File: src/rtl/regfile_scoreboard.sv
// Register file with per-register pending (scoreboard) bits, combinational
// write-to-read bypass, and a sequential sweep that clears the whole bank.
module regfile_scoreboard #(
  parameter int WIDTH = 32,
  parameter int DEPTH = 32,
  parameter int NRD   = 2,
  parameter int AW    = $clog2(DEPTH)
) (
  input  logic                 clk,
  input  logic                 rst,
  input  logic                 REGWRITE,
  input  logic [AW-1:0]        ADR_WR_REG,
  input  logic [WIDTH-1:0]     WR_DATA,
  input  logic                 ISSUE,
  input  logic [AW-1:0]        ADR_ISSUE,
  input  logic [NRD*AW-1:0]    ADR_RD,
  output logic [NRD*WIDTH-1:0] RD_DATA,
  output logic [NRD-1:0]       RD_PENDING,
  input  logic                 CLR_REQ,
  output logic                 CLR_BUSY,
  output logic                 CLR_DONE
);

  typedef enum logic [1:0] {
    IDLE  = 2'd0,
    SWEEP = 2'd1,
    DONE  = 2'd2
  } clr_state_t;

  clr_state_t       state, state_next;
  logic [AW-1:0]    sweep_idx;
  logic [WIDTH-1:0] mem [DEPTH];
  logic [DEPTH-1:0] pend;

  logic sweeping;
  logic wr_en;
  logic iss_en;

  assign sweeping = (state == SWEEP);
  // Register 0 is hardwired: writes and issues to it never qualify.
  assign wr_en    = REGWRITE && (ADR_WR_REG != '0) && !sweeping;
  assign iss_en   = ISSUE    && (ADR_ISSUE  != '0) && !sweeping;

  // State register and sweep index.
  always_ff @(posedge clk) begin
    // NOTE: sequential state uses non-blocking assignments so every flop
    // samples pre-edge values regardless of statement order.
    if (!rst) begin
      state     <= IDLE;
      sweep_idx <= AW'(1);
    end else begin
      state     <= state_next;
      sweep_idx <= sweeping ? sweep_idx + AW'(1) : AW'(1);
    end
  end

  // Next-state logic.
  always_comb begin
    // NOTE: default assignment first so no path leaves state_next unassigned,
    // which would otherwise infer a latch.
    state_next = state;
    case (state)
      IDLE:    if (CLR_REQ) state_next = SWEEP;
      SWEEP:   if (sweep_idx == AW'(DEPTH - 1)) state_next = DONE;
      DONE:    state_next = IDLE;
      default: state_next = IDLE;
    endcase
  end

  // Output logic.
  always_comb begin
    CLR_BUSY = 1'b0;
    CLR_DONE = 1'b0;
    case (state)
      SWEEP:   CLR_BUSY = 1'b1;
      DONE:    CLR_DONE = 1'b1;
      default: ;
    endcase
  end

  // Register bank and pending bits.
  always_ff @(posedge clk) begin
    // NOTE: the bank is reset explicitly because reset must leave every
    // register reading zero; this forces flops rather than a RAM macro.
    if (!rst) begin
      for (int k = 0; k < DEPTH; k++) mem[k] <= '0;
      pend <= '0;
    end else if (sweeping) begin
      mem[sweep_idx]  <= '0;
      pend[sweep_idx] <= 1'b0;
    end else begin
      if (wr_en) begin
        mem[ADR_WR_REG]  <= WR_DATA;
        pend[ADR_WR_REG] <= 1'b0;
      end
      // Set after the clear so a same-address issue wins over the write.
      if (iss_en) pend[ADR_ISSUE] <= 1'b1;
    end
  end

  // Combinational read ports with bypass from the in-flight write.
  for (genvar i = 0; i < NRD; i++) begin : g_rd
    logic [AW-1:0] addr;
    logic          wr_hit;
    logic          iss_hit;

    assign addr    = ADR_RD[i*AW +: AW];
    assign wr_hit  = wr_en  && (ADR_WR_REG == addr);
    assign iss_hit = iss_en && (ADR_ISSUE  == addr);

    assign RD_DATA[i*WIDTH +: WIDTH] = (addr == '0) ? '0 :
                                       wr_hit       ? WR_DATA : mem[addr];
    assign RD_PENDING[i] = (addr != '0) && pend[addr] && !(wr_hit && !iss_hit);
  end

endmodule
File: config.mk
export PLATFORM = sky130hd
export DESIGN_NAME = regfile_scoreboard
export DESIGN_NICKNAME = d
export VERILOG_FILES = /design/src/rtl/regfile_scoreboard.sv
export SDC_FILE = /design/constraint.sdc
export NUM_CORES = 2
export LEC_CHECK = 0
export CAP_MARGIN = 20
export CORE_ASPECT_RATIO = 0.75
export CORE_MARGIN = 4
export CORE_UTILIZATION = 65
export DETAILED_ROUTE_END_ITERATION = 6
export GPL_TIMING_DRIVEN = 0
export PLACE_DENSITY = 0.83
export SETUP_SLACK_MARGIN = 0.2
export SKIP_CTS_REPAIR_TIMING = 1
export SLEW_MARGIN = 20
export SYNTH_ARGS = -nofsm -noshare
export SYNTH_HDL_FRONTEND = slang
export SYNTH_SLANG_ARGS = --single-unit
File: constraint.sdc
create_clock -name clk -period 11.36 [get_ports clk]
set_clock_uncertainty 0.1 [all_clocks]
set_input_delay 2.272 -clock clk [delete_from_list [all_inputs] [get_ports clk]]
set_output_delay 2.272 -clock clk [all_outputs]
set_load 0.01 [all_outputs]
==> impl_metrics.ini <==
[placed_design]
port-buffer-count = 113
dpl.hpwl_microns = 181000
dp_cells = 5965
gp_congestion = 1.13
place_ws_ps = 1840

[power_and_ir_drop]
leakage_nw = 22.5
ir_drop_uv = 149
power_density_mw_per_mm2 = 149

[timing]
setup_ws_ps = 1140
tightest_slew_ps = 1390
finalMaxSlewViolations = 0
max_freq_mhz = 97.8
maxSlewHeadroom_pct = 7.07
rsz0062_at_grt = no
setup_violations = 0
tns_ps = 0
period_needed_ps = 10220
final_hold_viol_count = 0
period_share_pct = 90.0

[critical_path]
crit_slowest_cell = clkbuf_1
path_depth = 11
crit_chain = clkdlybuf4s50_1 -> buf_2 -> and2_1 -> clkbuf_1 -> clkbuf_1 -> a221oi_1 -> o21ai_0 -> o21ai_0 -> nor3_1 -> nor2_1 -> clkdlybuf4s50_1
r2r_end = mem[31][5]$_SDFFCE_PN0P_
critical_path.startpoint_type = primary input
cp_max_fo = 10
cp_slowest_stage_delay_ps = 1000
path_buf_inv = 5
cpLargestDelayFamily = buffers and inverters
crit_required_ps = 8990
timing.reg2reg.setup_slack_ps = 6970
r2r_start = state[1]$_SDFFE_PN0P_
arrival_ps = 7850
critPathKind = in2out
worst-r2r-cell-count = 10
end_kind = output pin

[clock_network]
clkSinkCount = 1063
worstSkewPairLatency_ps = 740
clk_pin_slew_worst_paths_ps = 60
cts_tree = done
clockBufferDepth = 3
cts_root_buf = clkbuf_16
htreeDepth = 3
cts_buffers = 103

[hold_path]
hp-class = reg2reg
whs_path_depth = 1
whs_endpoint = state[0]$_SDFFE_PN0P_
hp-start = state[1]$_SDFFE_PN0P_

[final_layout]
n_fill_cell = 5801
stdcell_count = 6174
nets = 4994
area_growth_pct = 12.2
final_common_cell = nor2_1
drive_gt1_share_pct = 14.5
final_cell_mix = nor2_1, edfxtp_1, mux2i_1

[routing]
routedWlPerCell_microns = 40.9
drc = 27
first_pass_iters = 7
ant_nets = 0
via_per_inst = 7.85
vias = 48500
drt-initial-drc-count = 10800
wl_microns = 252000

[synth]
syn-cell-area_sq_mm = 0.0564
syn_inst = 4647
ys_seq_elements = 1063
yosysSeqAreaShare_pct = 55.9
synth_cell_types = 60
ys_async_sr_fraction_pct = 0
avgSynthCellArea_sq_um = 12.1
synth_warnings = 0
synth_flop_cell = edfxtp_1
synth_edf_count = 1024

[global_routing]
grt_max_degree = 33
track_usage_pct = 54.2
grt_overflow_total = 0
grt_pass1_vias = 45800
grt_pass1_wl_microns = 343000
antenna_found_initial = 17

[die]
die_w_microns = 348
io-pin-count = 125
num_rows = 93
die-height_microns = 263
core-area_sq_mm = 0.0860
dieArea_sq_mm = 0.0916
start_util_pct = 65.6

[job]
drv_cap = 0

[status]
outcome = finished with violations
violations = DRC
per-layer routing:
metal / global-route usage [%] / vias to the layer above / part of all wire [%]
met5: 4.03 / - / 0.20
met2: 70.8 / 5852 / 38
met4: 41.0 / 20 / 11
met1: 65.7 / 23100 / 31
met3: 31.1 / 1457 / 20
li1: - / 18000 / -
state kept, by name, summed over array words and instances (netlist names):
name,cells
mem,1024
pend,32
sweep_idx,5
state,2
power breakdown:
part | switching, mW | leakage [nW] | internal [mW]
registers | 0.0819 | 10.9 | 4.43
logic | 0.918 | 9.93 | 0.429
clock network | 1.60 | 1.61 | 1.96
total | 2.60 | 22.5 | 6.82
through the flow:
stage	instance area (sq um)	utilization [%]	hold WS [ps]	power, mW
final	63300	73.6	331	9.42
after global routing	63200	73.6	370	9.50
after CTS	63200	73.5	330	9.23
after detailed placement	59900	69.6	321	5.81
after global placement	59100	68.7	319	5.77
after floorplan	56500	-	307	5.22
how the worst max path moves through the flow:
| stage | startpoint | endpoint |
|---|---|---|
| after global placement | ADR_RD[3] | RD_DATA[0] |
| after detailed placement | ADR_RD[5] | RD_DATA[53] |
| final | ADR_RD[5] | RD_DATA[53] |
| after CTS | ADR_RD[5] | RD_DATA[53] |
| after global routing | ADR_RD[5] | RD_DATA[53] |
| after floorplan | ADR_RD[5] | RD_DATA[52] |
final cells by class:
type | instances | area, sq um | area share [%]
Inverter | 12 | 45.0 | 0.0712
Clock buffer | 128 | 2710 | 4.29
Multi-Input combinational cell | 3132 | 22900 | 36.2
Buffer | 471 | 2180 | 3.45
Sequential cell | 1063 | 31500 | 49.8
Tap cell | 1140 | 1430 | 2.25
Timing Repair Buffer | 149 | 1820 | 2.88
Antenna cell | 20 | 50.0 | 0.0791
Clock inverter | 59 | 612 | 0.967
cells in the mapped netlist (4+ instances only):
cell      count  area, sq um
a21oi_1     104          521
a221oi_1     71          622
a22oi_1     190         1430
a31oi_1      10         62.6
and2_1        8         50.1
and3_1       14         87.6
buf_1        20         75.1
buf_2       150          751
buf_4        17          128
buf_6        16          180
clkbuf_1    268         1010
dfxtp_1      39          781
edfxtp_1   1024        30700
ha_1          5         62.6
inv_1        10         37.5
mux2i_1     608         6090
mux4_2      246         5540
nand2_1     168          631
nand2_2      22          138
nand2_4       4         45.0
nand2b_1      5         31.3
nand3_1     179          896
nand3b_1      8         60.1
nand4_1      12         75.1
nor2_1     1079         4050
nor2_2        4         25.0
nor2b_1      14         87.6
nor3_1       47          235
o211ai_1     26          195
o21ai_0     163          816
o221ai_1     20          175
o22ai_1      26          163
or2_2         8         50.1
or3_1         4         25.0
xnor2_1       9         78.8
xor2_1       13          114
cells by family after synthesis:
family,Yosys count,synth area share (%)
multiplexers,858,20.7
AO/OA/AOI/OAI,627,7.35
other,1,0.00665
buffers and inverters,483,3.87
XOR/XNOR,22,0.342
AND/OR/NAND/NOR,1588,11.7
adder cells (fa/ha/maj),5,0.111
flip-flops,1063,55.9
No activity file was read; power rests on OpenSTA's default activity.
